[src/rtl/dmem_arb_pkg.sv]
// rtl/dmem_arb_pkg.sv - shared types and constants for the data-memory arbiter
package dmem_arb_pkg;

    localparam int ADDR_W = 8;
    localparam int DATA_W = 8;

    localparam logic PORT_CPU = 1'b0;
    localparam logic PORT_DMA = 1'b1;

    typedef enum logic [1:0] {
        IDLE   = 2'd0,
        ACCESS = 2'd1,
        RESP   = 2'd2
    } state_t;

endpackage

[src/rtl/dmem_arb_pick.sv]
// rtl/dmem_arb_pick.sv - winner selection; DMEM_ARB_RR_EN selects round-robin, otherwise fixed priority
module dmem_arb_pick
    import dmem_arb_pkg::*;
(
    input  logic req0,
    input  logic req1,
    input  logic last,
    output logic winner
);

`ifdef DMEM_ARB_RR_EN
    // Contention goes to the port that did not win last; a lone requester always wins
    always_comb begin
        winner = PORT_CPU;
        if (req0 && req1) begin
            winner = ~last;
        end else if (req1) begin
            winner = PORT_DMA;
        end
    end
`else
    // CPU port wins whenever it requests; last is tracked by the caller but ignored here
    logic unused_pick;
    assign unused_pick = &{1'b0, last, req1};

    always_comb begin
        winner = PORT_CPU;
        if (!req0) begin
            winner = PORT_DMA;
        end
    end
`endif

endmodule

[src/rtl/dmem_arbiter.sv]
// rtl/dmem_arbiter.sv - two-port arbiter for the single-port data memory (DMEM_ARB_RR_EN: round-robin)
module dmem_arbiter
    import dmem_arb_pkg::*;
#(
    parameter int ADDR_W = dmem_arb_pkg::ADDR_W,
    parameter int DATA_W = dmem_arb_pkg::DATA_W
) (
    input  logic              clk,
    input  logic              reset,
    input  logic              req0,
    input  logic              req1,
    input  logic              we0,
    input  logic              we1,
    input  logic [ADDR_W-1:0] addr0,
    input  logic [ADDR_W-1:0] addr1,
    input  logic [DATA_W-1:0] wdata0,
    input  logic [DATA_W-1:0] wdata1,
    output logic              gnt0,
    output logic              gnt1,
    output logic              rvalid0,
    output logic              rvalid1,
    output logic [DATA_W-1:0] rdata,
    output logic              mem_read,
    output logic              mem_write,
    output logic [ADDR_W-1:0] mem_addr,
    output logic [DATA_W-1:0] mem_wdata,
    input  logic [DATA_W-1:0] mem_rdata
);

    state_t state;
    state_t state_next;

    logic owner;
    logic last;
    logic is_read;
    logic winner;

    logic              sel_we;
    logic [ADDR_W-1:0] sel_addr;
    logic [DATA_W-1:0] sel_wdata;

    dmem_arb_pick u_pick (
        .req0   (req0),
        .req1   (req1),
        .last   (last),
        .winner (winner)
    );

    // Owner's request fields, steered once so the FSM only sees one port
    assign sel_we    = (owner == PORT_DMA) ? we1    : we0;
    assign sel_addr  = (owner == PORT_DMA) ? addr1  : addr0;
    assign sel_wdata = (owner == PORT_DMA) ? wdata1 : wdata0;

    // State register
    always_ff @(posedge clk) begin
        if (reset) begin
            state <= IDLE;
        end else begin
            state <= state_next;
        end
    end

    // Next state plus all handshake and memory-side outputs; mem_* are 0 outside ACCESS
    always_comb begin
        state_next = state;
        gnt0       = 1'b0;
        gnt1       = 1'b0;
        rvalid0    = 1'b0;
        rvalid1    = 1'b0;
        mem_read   = 1'b0;
        mem_write  = 1'b0;
        mem_addr   = '0;
        mem_wdata  = '0;
        case (state)
            IDLE: begin
                if (req0 || req1) begin
                    state_next = ACCESS;
                end
            end
            ACCESS: begin
                state_next = RESP;
                gnt0       = (owner == PORT_CPU);
                gnt1       = (owner == PORT_DMA);
                mem_read   = ~sel_we;
                mem_write  = sel_we;
                mem_addr   = sel_addr;
                mem_wdata  = sel_wdata;
            end
            RESP: begin
                state_next = IDLE;
                rvalid0    = is_read && (owner == PORT_CPU);
                rvalid1    = is_read && (owner == PORT_DMA);
            end
            default: begin
                state_next = IDLE;
            end
        endcase
    end

    // Arbitration bookkeeping and read-data capture at the edge that closes ACCESS
    always_ff @(posedge clk) begin
        if (reset) begin
            owner   <= PORT_CPU;
            last    <= PORT_DMA;
            is_read <= 1'b0;
            rdata   <= '0;
        end else begin
            if ((state == IDLE) && (req0 || req1)) begin
                owner <= winner;
                last  <= winner;
            end
            if (state == ACCESS) begin
                is_read <= ~sel_we;
                if (!sel_we) begin
                    rdata <= mem_rdata;
                end
            end
        end
    end

endmodule

[config.mk]
export PLATFORM = sky130hd
export DESIGN_NAME = dmem_arbiter
export DESIGN_NICKNAME = d
export VERILOG_FILES = /design/src/rtl/dmem_arb_pkg.sv /design/src/rtl/dmem_arb_pick.sv /design/src/rtl/dmem_arbiter.sv
export SDC_FILE = /design/constraint.sdc
export NUM_CORES = 1
export LEC_CHECK = 0
export CORE_MARGIN = 8
export CORE_UTILIZATION = 26
export CTS_CLUSTER_SIZE = 28
export DETAILED_ROUTE_END_ITERATION = 12
export PLACE_DENSITY = 0.75
export SETUP_SLACK_MARGIN = 0.02
export SYNTH_ARGS = -nofsm -noshare
export SYNTH_HDL_FRONTEND = slang
export SYNTH_SLANG_ARGS = --single-unit
export TNS_END_PERCENT = 20
[constraint.sdc]
create_clock -name clk -period 1.4 [get_ports clk]
set_clock_uncertainty 0.2 [all_clocks]
set_input_delay 0.28 -clock clk [delete_from_list [all_inputs] [get_ports clk]]
set_output_delay 0.28 -clock clk [all_outputs]
set_load 0.01 [all_outputs]
==> run metrics, run 1 <==
Mapped Cells 93; layout cells sized above 1 30.7%; clock latency on the worst-skew pair ~0.27 ns; first-pass GRT wire length ~5200 um; initial antenna violation count 0; DP HPWL ~2600 um; setup ws final -0.328 ns; wire per inst approximately 16 um; grt peak-use layer met2; Final Hold Fails 0; commonest cells after routing, fill and taps aside clkdlybuf4s50_1 (45), mux2i_1 (25), nor2_1 (21), buf_2 (21), nand2b_1 (16); reg2reg path depth 4; hold path cells 2; initial core utilization between 20 and 30%; met1 Usage GRT about 14%; Power Density between 600 and 700 mW/mm2; core region area 0.00278 mm2; cts bufs inserted 3; leakage power between 0.6 and 0.7 nW; initial DRC count 24; register area share after synthesis 31.3%; post-route ant nets 0; mapped cell area ~770 um2; CP Capture Type output pin; first drt pass iteration count 4; row count 19; drt drc 0; buffer levels on the longest clock path 2; CP Data Required Time slightly above 0.9 ns; vias in the first global route between 1000 and 1500; largest net degree at the start of global routing 18; vias post-DR just over 900; Synth Net Count ~140; CP peak stage delay 0.43 ns; global route total overflow 0; CP max-delay cell dfxtp_4; worst-path fanout max 4; crit-path leading delay family flip-flops; Die ar. roughly 0.0049 mm2; clk slew on worst S/H paths roughly 0.080 ns; worst slew pin tran roughly 0.23 ns; Root Driver clkbuf_4; crit-path cells mux2i_4 > buf_4 > nor2_1 > buf_2; Startpoint Class flip-flop; Netlist cell types 15; Fin Hold WS around 0.28 ns; Max-Slew Margin vs Limit a little over four fifths; Die W about 70 um; VDD IR max 0.463 mV; IO Pins between 70 and 80; part of the cycle the worst path needs 123%; Layout area overhead 108%; WS Path Type reg2out; Post-Syn Area per Cell just over 8 um2; H-Tree Depth 1; Critical Path Stages 4; YS warnings 0; Final min period between 1.5 and 2 ns; most common cell after layout, fill and taps aside clkdlybuf4s50_1; CTS tree done; ant diodes 0; crit path DAT 1.25 ns; HP Class reg2reg; Routability Congestion roughly 0.76; Hold Buf Count CTS 0; routing usage on met3 under 10%; Slew Viols, Final 0; unrepaired setup endpoints after global routing true; failing checks negative setup slack; DR vias/cell approximately 4.5; port bufs 75; Setup-failing EPs final 30; Filler cells 271; gr usage total 12.6%; MaxCap Viol Count 0; DIE HEIGHT between 70 and 80 um; Sink Count 12; Synth Register Bits 12; final WL between 3000 and 4000 um; Tot Pwr 1.11 mW; Fmax achieved around 0.58 GHz; met2 GRT Util between 20 and 25%; final net count around 220; crit path buf inv count 2; status finished with violations
worst register-to-register path, cell delays in order, from the launching register on:
cell,delay [ns]
dfxtp_4,0.43
mux2i_4,0.25
nor2b_4,0.18
buf_4,0.20
mux2i_1,0.21
final cells by class:
type,count,area (um2),area share (%)
sequential,12,245,15.4
clock buffer,4,36.3,2.28
multi-input combinational,73,528,33.2
inverter,1,3.75,0.236
tap,31,38.8,2.44
timing repair buffer,86,739,46.5
kinds of logic after synthesis:
family	count (synthesis)	share of synthesized area [%]
AOI/OAI and AO/OA	3	2.28
and+or+nand+nor	44	27.7
buffers and inverters	8	4.73
DFF	12	31.3
muxes	26	33.9
Yosys cell counts:
cell type / number / area share, %
a211oi_1: 1 / 0.98
a21oi_1: 1 / 0.65
buf_1: 1 / 0.49
buf_2: 2 / 1.3
buf_4: 1 / 0.98
clkbuf_1: 3 / 1.5
dfxtp_1: 12 / 31
inv_2: 1 / 0.49
mux2i_1: 26 / 34
nand2_1: 1 / 0.49
nand2b_1: 17 / 14
nor2_1: 23 / 11
nor2b_1: 1 / 0.82
nor3_1: 2 / 1.3
o21ai_0: 1 / 0.65
metal layers:
layer	vias to the layer above	share of wire, %
met5	-	0
met4	0	0
met3	0	5.8
met2	27	53
met1	435	41
li1	470	-
power breakdown:
part	switching, mW	internal, mW	total [mW]
logic	0.169	0.272	0.440
registers	0.0184	0.361	0.380
clock network	0.128	0.158	0.286
worst paths after layout:
kind	from	end	slack, ns
setup / recovery	owner	mem_write	-0.33
hold / removal	rdata[6]	rdata[6]	0.28
setup reg to reg	owner	rdata[3]	-0.14
hold reg to reg	rdata[6]	rdata[6]	0.28
through the flow:
stage,instance area (um2),instances,utilization (%),TNS [ns],setup WS (ns)
after global routing,1590,207,57.2,-9.74,-0.405
after CTS,1670,209,59.9,-8.76,-0.392
after global placement,1610,201,57.8,-14.92,-0.792
after floorplan,772,93,-,0,0.0180
final,1590,207,57.2,-7.29,-0.328
after detailed placement,1610,201,57.8,-15.30,-0.767
flip-flops by register name (all words and copies together), names as in the netlist:
name     cells
rdata        8
state        2
is_read      1
owner        1
timing repair:
| item | 4_1_cts | 5_1_grt |
|---|---|---|
| pin swaps | 2 | 2 |
| endpoints found under the setup margin | 38 | 38 |
| resized for setup | 116 | 13 |
| buffers inserted | 2 | 0 |
| gates cloned | 2 | 0 |
Note: power is estimated with default switching activity, not from simulation.
==> run 2: changes to the inputs <==
--- a/config.mk
+++ b/config.mk
@@ -6,10 +6,10 @@
 export NUM_CORES = 1
 export LEC_CHECK = 0
 export CORE_MARGIN = 8
-export CORE_UTILIZATION = 26
+export CORE_UTILIZATION = 29
 export CTS_CLUSTER_SIZE = 28
 export DETAILED_ROUTE_END_ITERATION = 12
-export PLACE_DENSITY = 0.75
+export PLACE_DENSITY = 0.79
 export SETUP_SLACK_MARGIN = 0.02
 export SYNTH_ARGS = -nofsm -noshare
 export SYNTH_HDL_FRONTEND = slang
==> constraint.sdc (replaced) <==
create_clock -name clk -period 1.8 [get_ports clk]
set_clock_uncertainty 0.2 [all_clocks]
set_input_delay 0.36 -clock clk [delete_from_list [all_inputs] [get_ports clk]]
set_output_delay 0.36 -clock clk [all_outputs]
set_load 0.01 [all_outputs]
==> run metrics, run 2 (synthesis gave the netlist of run 1 again) <==
status finished with violations; failing checks negative setup slack; crit-path most repeated cell buf_6; row count 18; worst reg-to-reg setup slack ~0.22 ns; initial antenna violation count 0; worst slew pin tran approximately 0.17 ns; MaxCap Viol Count 0; commonest cells after routing, fill and taps aside clkdlybuf4s50_1 (52), mux2i_1 (25), nor2_1 (23), buf_2 (21), nand2b_1 (16); part of the cycle the worst path needs 102%; Setup-failing EPs final 3; ant diodes 0; hold path cells 2; IO Pins 76; first-pass GRT wire length 4960 um; cts bufs inserted 3; global route total overflow 0; drt drc 0; most common cell after layout, fill and taps aside clkdlybuf4s50_1; setup ws final -0.0449 ns; vias post-DR about 940; Max-Slew Margin vs Limit between 80% and 90%; unrepaired setup endpoints after global routing true; final WL ~3100 um; Root Driver clkbuf_4; buffer levels on the longest clock path 2; reg2reg path depth 5; crit-path cells buf_6 > mux2i_4 > nor2b_4 > buf_6; Power Density around 520 mW/mm2; vias in the first global route between 1000 and 1500; core region area about 0.0025 mm2; layout cells sized above 1 about a quarter; Filler cells between 200 and 250; max FFs per register 8; Layout area overhead 114%; VDD IR max ~0.38 mV; most flop-heavy register rdata; largest net degree at the start of global routing 13; Die W about 67 um; crit path DAT between 1 and 1.5 ns; crit path buf inv count 2; crit-path leading delay family flip-flops; Final Hold Fails 0; final net count roughly 230; Routability Congestion about 0.75; leakage power approximately 0.70 nW; Sink Count 12; DP HPWL approximately 2600 um; CP Data Required Time 1.24 ns; wire per inst between 10 and 15 um; Multi-input gate area between 500 and 600 um2; DR vias/cell about 4.5; CP peak stage delay roughly 0.39 ns; CTS tree done; clock latency on the worst-skew pair about 0.26 ns; Startpoint Class flip-flop; worst r2r src owner; port bufs between 70 and 80; H-Tree Depth 1; Slew Viols, Final 0; Sequential cell area roughly 250 um2; initial core utilization a little under a third; CP max-delay cell dfxtp_4; WS Path Type reg2out; Place WS -0.510 ns; beginning of the worst hold path rdata[7]; initial DRC count between 40 and 50; worst hold endpoint rdata[7]; worst-path fanout max 4; Largest regs rdata: 8 flops, state: 2 flops; Tot Pwr about 0.86 mW; DIE HEIGHT between 60 and 70 um; HP Class reg2reg; RR Endpoint rdata[4]; Fmax achieved roughly 0.54 GHz; CP Capture Type output pin; first drt pass iteration count 4; Final min period 1.84 ns; gr usage total roughly 14%; Die ar. roughly 0.0045 mm2; clk slew on worst S/H paths roughly 0.080 ns; post-route ant nets 0
[run 2: changes by cell type in the layout (fill, tap and decap cells not counted), sizes merged]
cell / delta
dlygate4sd2: +1
buf: +4
clkdlybuf4s50: +7
clkbuf: -8
[run 2: how the worst max path moves through the flow]
stage | start | end | slack [ns] | cells after the start
after floorplan | owner | rvalid1 | 0.32 | 3
after global routing | owner | mem_read | -0.10 | 4
after CTS | owner | mem_read | -0.07 | 4
after detailed placement | we1 | mem_read | -0.51 | 4
after global placement | we1 | mem_read | -0.53 | 4
final | owner | mem_read | -0.04 | 4
[run 2: where the power goes]
part	internal, mW	total [mW]	switching (mW)
logic	0.223	0.354	0.132
clock network	0.123	0.214	0.0912
registers	0.281	0.292	0.0115
[run 2: final cells by class]
type	instances	share of cell area, %
clock buffer	4	2.21
sequential	12	14.9
multi-input combinational	73	31.6
timing repair buffer	90	48.8
inverter	1	0.229
tap	30	2.29
[run 2: repair_timing]
item | CTS | global route
buffers inserted | 2 | 1
hold buffers | 0 | 0
cloned | 1 | 0
setup endpoints to repair | 22 | 18
pin swaps | 0 | 1
endpoints found under the hold margin | 0 | 0
resized for setup | 99 | 7
[run 2: per-layer routing]
layer  up-vias  part of all wire, %  global-route usage, %
li1        482                    -                      -
met1       435                   39                   15.3
met2        23                   55                   26.0
met3         4                  4.5                   3.48
met4         0                 0.76                   3.13
met5         -                    0                      0
[run 2: stage by stage]
| stage | instance area (um2) | util (%) | hold slack, ns | TNS (ns) | instances |
|---|---|---|---|---|---|
| floorplan | 767 | - | 0.257 | 0 | 93 |
| global placement | 1610 | 64.2 | 0.256 | -6.13 | 202 |
| detailed placement | 1610 | 64.2 | 0.263 | -6.50 | 202 |
| CTS | 1610 | 64.4 | 0.282 | -0.288 | 209 |
| global route | 1640 | 65.7 | 0.303 | -0.652 | 210 |
| finish | 1640 | 65.7 | 0.277 | -0.0911 | 210 |
[run 2: worst register-to-register path: stages (launching register included)]
cell and delay, ns:
dfxtp_4 0.39, buf_6 0.11, mux2i_4 0.21, nor2b_4 0.19, buf_4 0.20, mux2i_1 0.20
